File: config.mk
export PLATFORM = sky130hd
export DESIGN_NAME = bcd_to_bin_seq
export DESIGN_NICKNAME = d
export VERILOG_FILES = /design/src/rtl/bcd_to_bin_seq.sv
export SDC_FILE = /design/constraint.sdc
export NUM_CORES = 1
export LEC_CHECK = 0
export BUFFER_PORTS_ARGS = -buffer_cell sky130_fd_sc_hd__buf_2
export CORE_ASPECT_RATIO = 2
export CORE_MARGIN = 3
export CORE_UTILIZATION = 45
export DETAILED_ROUTE_END_ITERATION = 10
export PLACE_DENSITY_LB_ADDON = 0.08
export SETUP_SLACK_MARGIN = 0.4
export SLEW_MARGIN = 20
export SYNTH_ARGS = -nofsm -noshare
export SYNTH_HDL_FRONTEND = slang
export SYNTH_SLANG_ARGS = --single-unit
File: constraint.sdc
create_clock -name clk -period 1.6 [get_ports clk]
set_input_delay 0.08 -clock clk [delete_from_list [all_inputs] [get_ports clk]]
set_output_delay 0.08 -clock clk [all_outputs]
set_load 0.02 [all_outputs]
File: src/rtl/bcd_to_bin_seq.sv
// Sequential three-digit BCD to binary converter.
// A valid request is converted by ten reverse double-dabble steps, one per clock.
// A request holding any digit above 9 is rejected at once with an all-ones result and err set.
//
// state | meaning
// IDLE  | waiting for start; the next request is captured here
// CONV  | one shift/correct step per cycle, ten steps in total
// DONE  | single-cycle completion pulse, then back to IDLE
module bcd_to_bin_seq #(
  parameter int DELAY = 10
) (
  input  logic        clk,
  input  logic        reset,
  input  logic        start,
  input  logic [11:0] bcd_in,
  output logic [9:0]  bin_out,
  output logic        busy,
  output logic        done,
  output logic        err
);

  // DELAY is a simulation-only output delay with no functional effect.
  // The RTL is zero-delay, so only the range check below uses it.
  if (DELAY < 0) begin : g_neg_delay
  end

  typedef enum logic [1:0] {
    S_IDLE = 2'd0,
    S_CONV = 2'd1,
    S_DONE = 2'd2
  } state_t;

  localparam logic [3:0] LAST_STEP = 4'd9;

  state_t      state_q, state_d;
  logic [21:0] work_q, work_d;
  logic [3:0]  cnt_q, cnt_d;
  logic [9:0]  bin_q, bin_d;
  logic        err_q, err_d;
  logic        digit_bad;
  logic [21:0] work_step;

  // One step: shift the whole register right, then pull any BCD field that
  // reached 8 or more back down by 3.
  function automatic logic [21:0] dd_step(input logic [21:0] w);
    logic [21:0] s;
    s = {1'b0, w[21:1]};
    if (s[21:18] >= 4'd8) s[21:18] = s[21:18] - 4'd3;
    if (s[17:14] >= 4'd8) s[17:14] = s[17:14] - 4'd3;
    if (s[13:10] >= 4'd8) s[13:10] = s[13:10] - 4'd3;
    return s;
  endfunction

  // Flag a request that holds any digit above 9, and form the next step.
  always_comb begin
    digit_bad = (bcd_in[11:8] > 4'd9) || (bcd_in[7:4] > 4'd9) || (bcd_in[3:0] > 4'd9);
    work_step = dd_step(work_q);
  end

  // Next-state and datapath update for the capture / convert / done sequence.
  always_comb begin
    state_d = state_q;
    work_d  = work_q;
    cnt_d   = cnt_q;
    bin_d   = bin_q;
    err_d   = err_q;
    case (state_q)
      S_IDLE: begin
        if (start) begin
          if (digit_bad) begin
            err_d   = 1'b1;
            bin_d   = 10'h3FF;
            state_d = S_DONE;
          end else begin
            err_d   = 1'b0;
            work_d  = {bcd_in, 10'b0};
            cnt_d   = 4'd0;
            state_d = S_CONV;
          end
        end
      end
      S_CONV: begin
        work_d = work_step;
        cnt_d  = cnt_q + 4'd1;
        if (cnt_q == LAST_STEP) begin
          bin_d   = work_step[9:0];
          state_d = S_DONE;
        end
      end
      S_DONE: begin
        state_d = S_IDLE;
      end
      default: begin
        state_d = S_IDLE;
      end
    endcase
  end

  // State and datapath registers; reset clears everything, including a partial result.
  always_ff @(posedge clk) begin
    if (reset) begin
      state_q <= S_IDLE;
      work_q  <= 22'd0;
      cnt_q   <= 4'd0;
      bin_q   <= 10'd0;
      err_q   <= 1'b0;
    end else begin
      state_q <= state_d;
      work_q  <= work_d;
      cnt_q   <= cnt_d;
      bin_q   <= bin_d;
      err_q   <= err_d;
    end
  end

  assign bin_out = bin_q;
  assign busy    = (state_q == S_CONV);
  assign done    = (state_q == S_DONE);
  assign err     = err_q;

endmodule

==> flow_summary.ini <==
[run_status]
outcome = complete, no violations

[synth]
synth_flop_cell = dfxtp_1
synth.top_cells.by_area = dfxtp_1 (45%), o221a_1 (6.0%), ha_1 (4.4%), nor2_1 (4.2%), a22oi_1 (4.0%)
synthCells = 177
ys_ff_latch = 38
syn_avg_cell_area_um2 = 9.58
synthesis.nets = 198
ys_seq_area_share_pct = 44.9
ys_types = 41
synth_area_um2 = 1700
postSynth.asyncResetShare_pct = 0
synth_edf_count = 0
ys_warn_count = 0
synth_top_cell_area_share_pct = 44.9
yosysTopAreaCell = dfxtp_1

[timing]
period_minus_slack_ns = 1.41
drv_slew = 0
tightest_slew_ns = 0.454
relSlewSlack_pct = 69.6
fmax_mhz = 711
worst_slack_ns = 0.194
grt_setup_unrepaired = yes
whs_ns = 0.0963
finClkSkew_ns = 0.00699
hold_violations = 0
setup_violations = 0
final.period_utilization_pct = 87.9
timing.setup.tns_ns = 0

[finish]
drive_gt1_share_pct = 43.5
final_common_cell = dfxtp_1
area_growth_pct = 40.3
final.fill_count = 297
layout_common_cells = dfxtp_1 (34), buf_2 (26), buf_4 (21)
instances_no_fill = 279
nets = 250
n_antenna_cell = 0

[setup_path]
critPathRequiredTime_ns = 1.82
cp.arrival_ns = 1.62
ff2ff_setup_slack_ns = 0.19
slowest_delay_ns = 0.36
startpoint_type = flip-flop
end_kind = flip-flop
crit_slowest_cell = dfxtp_4
worstPathCellList = and2b_2, a41oi_4, buf_6, or3_1, a21boi_1
cp_max_fo = 6
crit_type = flip-flop to flip-flop

[cts]
postCtsHoldBufs = 0
cts_buffers = 5
clk_path_buf_depth = 2
cts_tree = built
clk_latency_ns = 0.28
root_buffer = clkbuf_8
cts_sinks = 38
cts.clk_slew.worst_paths_ns = 0.07
htree_levels = 2

[die]
core_area_um2 = 3610
die_h_um = 92.8
start_util_pct = 47.0
pin_count = 28
rows = 31
die_area_um2 = 4580
die_w_um = 49.4

[grt]
overflow = 0
grt_pass1_wl_mm = 7.15
first_global_vias = 1519
grt_max_degree = 26
track_usage_pct = 19.9
antenna_found_initial = 0

[placed_design]
dpl.cell_count = 254
dp_slack_ns = 0.0957
hpwl_mm = 2.74
numPortBuffers = 27
gp_congestion = 0.732

[route]
dr.pass1.iters = 4
route.detailed.drc = 0
drt.antenna.violating_nets = 0
dr_total_vias = 1527
drtIter0Drc = 24
wirelength_mm = 4.32
vias_per_cell = 5.47
route.detailed.wl_per_inst_um = 15.5

[pwr]
p_comb_share_pct = 20.2
total_power_mw = 2.26
peakVddDrop_v = 0.000653
p_leak_nw = 0.957
powerDensity_nw_per_um2 = 951
clkPwrFrac_pct = 33.6
p_switching_uw = 603
seqPwrFrac_pct = 46.2
internal_power_mw = 1.66
p_sw_share_pct = 26.7

[flow_run]
cap_violations = 0

[min_path]
hp-class = primary input to flip-flop
path summary, 6_finish.rpt:
kind                                  from    endpoint  cells after the start
worst max-delay path            state_q[1]    cnt_q[3]                      5
worst min-delay path             bcd_in[8]  work_q[18]                      3
worst max register to register  state_q[1]    cnt_q[3]                      5
worst min register to register  state_q[1]  state_q[1]                      1
Yosys cell counts (2+ instances only):
master,instances
nor3b_1,2
inv_1,7
clkbuf_1,4
a22oi_1,9
o221a_1,9
o211ai_1,6
buf_2,2
nor2b_1,3
o21ai_1,3
a21oi_1,9
a31oi_1,2
a211o_1,2
mux2i_1,2
dfxtp_1,38
a311oi_1,3
o21ai_0,2
a221oi_1,2
nand2_1,17
buf_6,3
o21a_1,2
xnor2_1,4
nor2_1,19
ha_1,6
buf_4,3
nand2b_1,2
routing by layer:
| layer | vias to the layer above | global-route usage, % | part of all wire, % |
|---|---|---|---|
| li1 | 748 | - | - |
| met1 | 740 | 21.6 | 38 |
| met2 | 35 | 37.7 | 57 |
| met3 | 4 | 3.54 | 3.5 |
| met4 | 0 | 6.47 | 1.2 |
| met5 | - | 0 | 0 |
stage by stage:
stage          area (um2)  utilization (%)
2_1_floorplan        1800                -
5_1_grt              2380             65.9
3_5_place_dp         1980             54.8
6_report             2380             65.9
4_1_cts              2340             64.9
3_3_place_gp         1980             54.8
power groups by stage:
stage	logic [mW]	clock network [mW]	registers, mW
floorplan	0.218	0	1.09
global placement	0.341	0	1.06
detailed placement	0.352	0	1.06
CTS	0.442	0.776	1.04
global route	0.496	0.812	1.05
finish	0.458	0.759	1.04
worst max-delay path, delay by kind of cell, from the launching register on:
family	cells	cell delay, ns
and+or+nand+nor	2	0.55
AOI/OAI and AO/OA	2	0.25
DFF	1	0.36
buffers and inverters	1	0.17
sequential cells by signal, indices dropped and copies added, names as in the netlist:
register  cells
work_q       21
state_q       2
err           1
cnt_q         4
bin_out      10
layout make-up:
| type | instances | area, um2 | share of cell area, % |
|---|---|---|---|
| clock buffer | 8 | 110 | 4.63 |
| inverter | 8 | 35.0 | 1.47 |
| multi-input combinational | 121 | 1010 | 42.6 |
| sequential | 38 | 768 | 32.3 |
| tap | 49 | 61.3 | 2.58 |
| timing repair buffer | 55 | 390 | 16.4 |
cells by family (layout without fill, tap and decap cells):
kind of cell / count (synthesis) / after routing / share of synthesized area, %
DFF: 38 / 38 / 44.9
xor gates and xnor gates: 4 / 4 / 2.07
muxes: 2 / 2 / 1.18
and+or+nand+nor: 50 / 52 / 13.6
buffers and inverters: 20 / 71 / 6.57
AOI/OAI and AO/OA: 57 / 57 / 27.3
adders and majority gates: 6 / 6 / 4.43
timing repair:
item | 4_1_cts | 5_1_grt
pin swaps | 16 | 11
gates cloned | 1 | 1
endpoints found under the setup margin | 39 | 39
buffers inserted | 14 | 1
gates resized for setup | 32 | 3
Note: power is estimated with default switching activity, not from simulation.
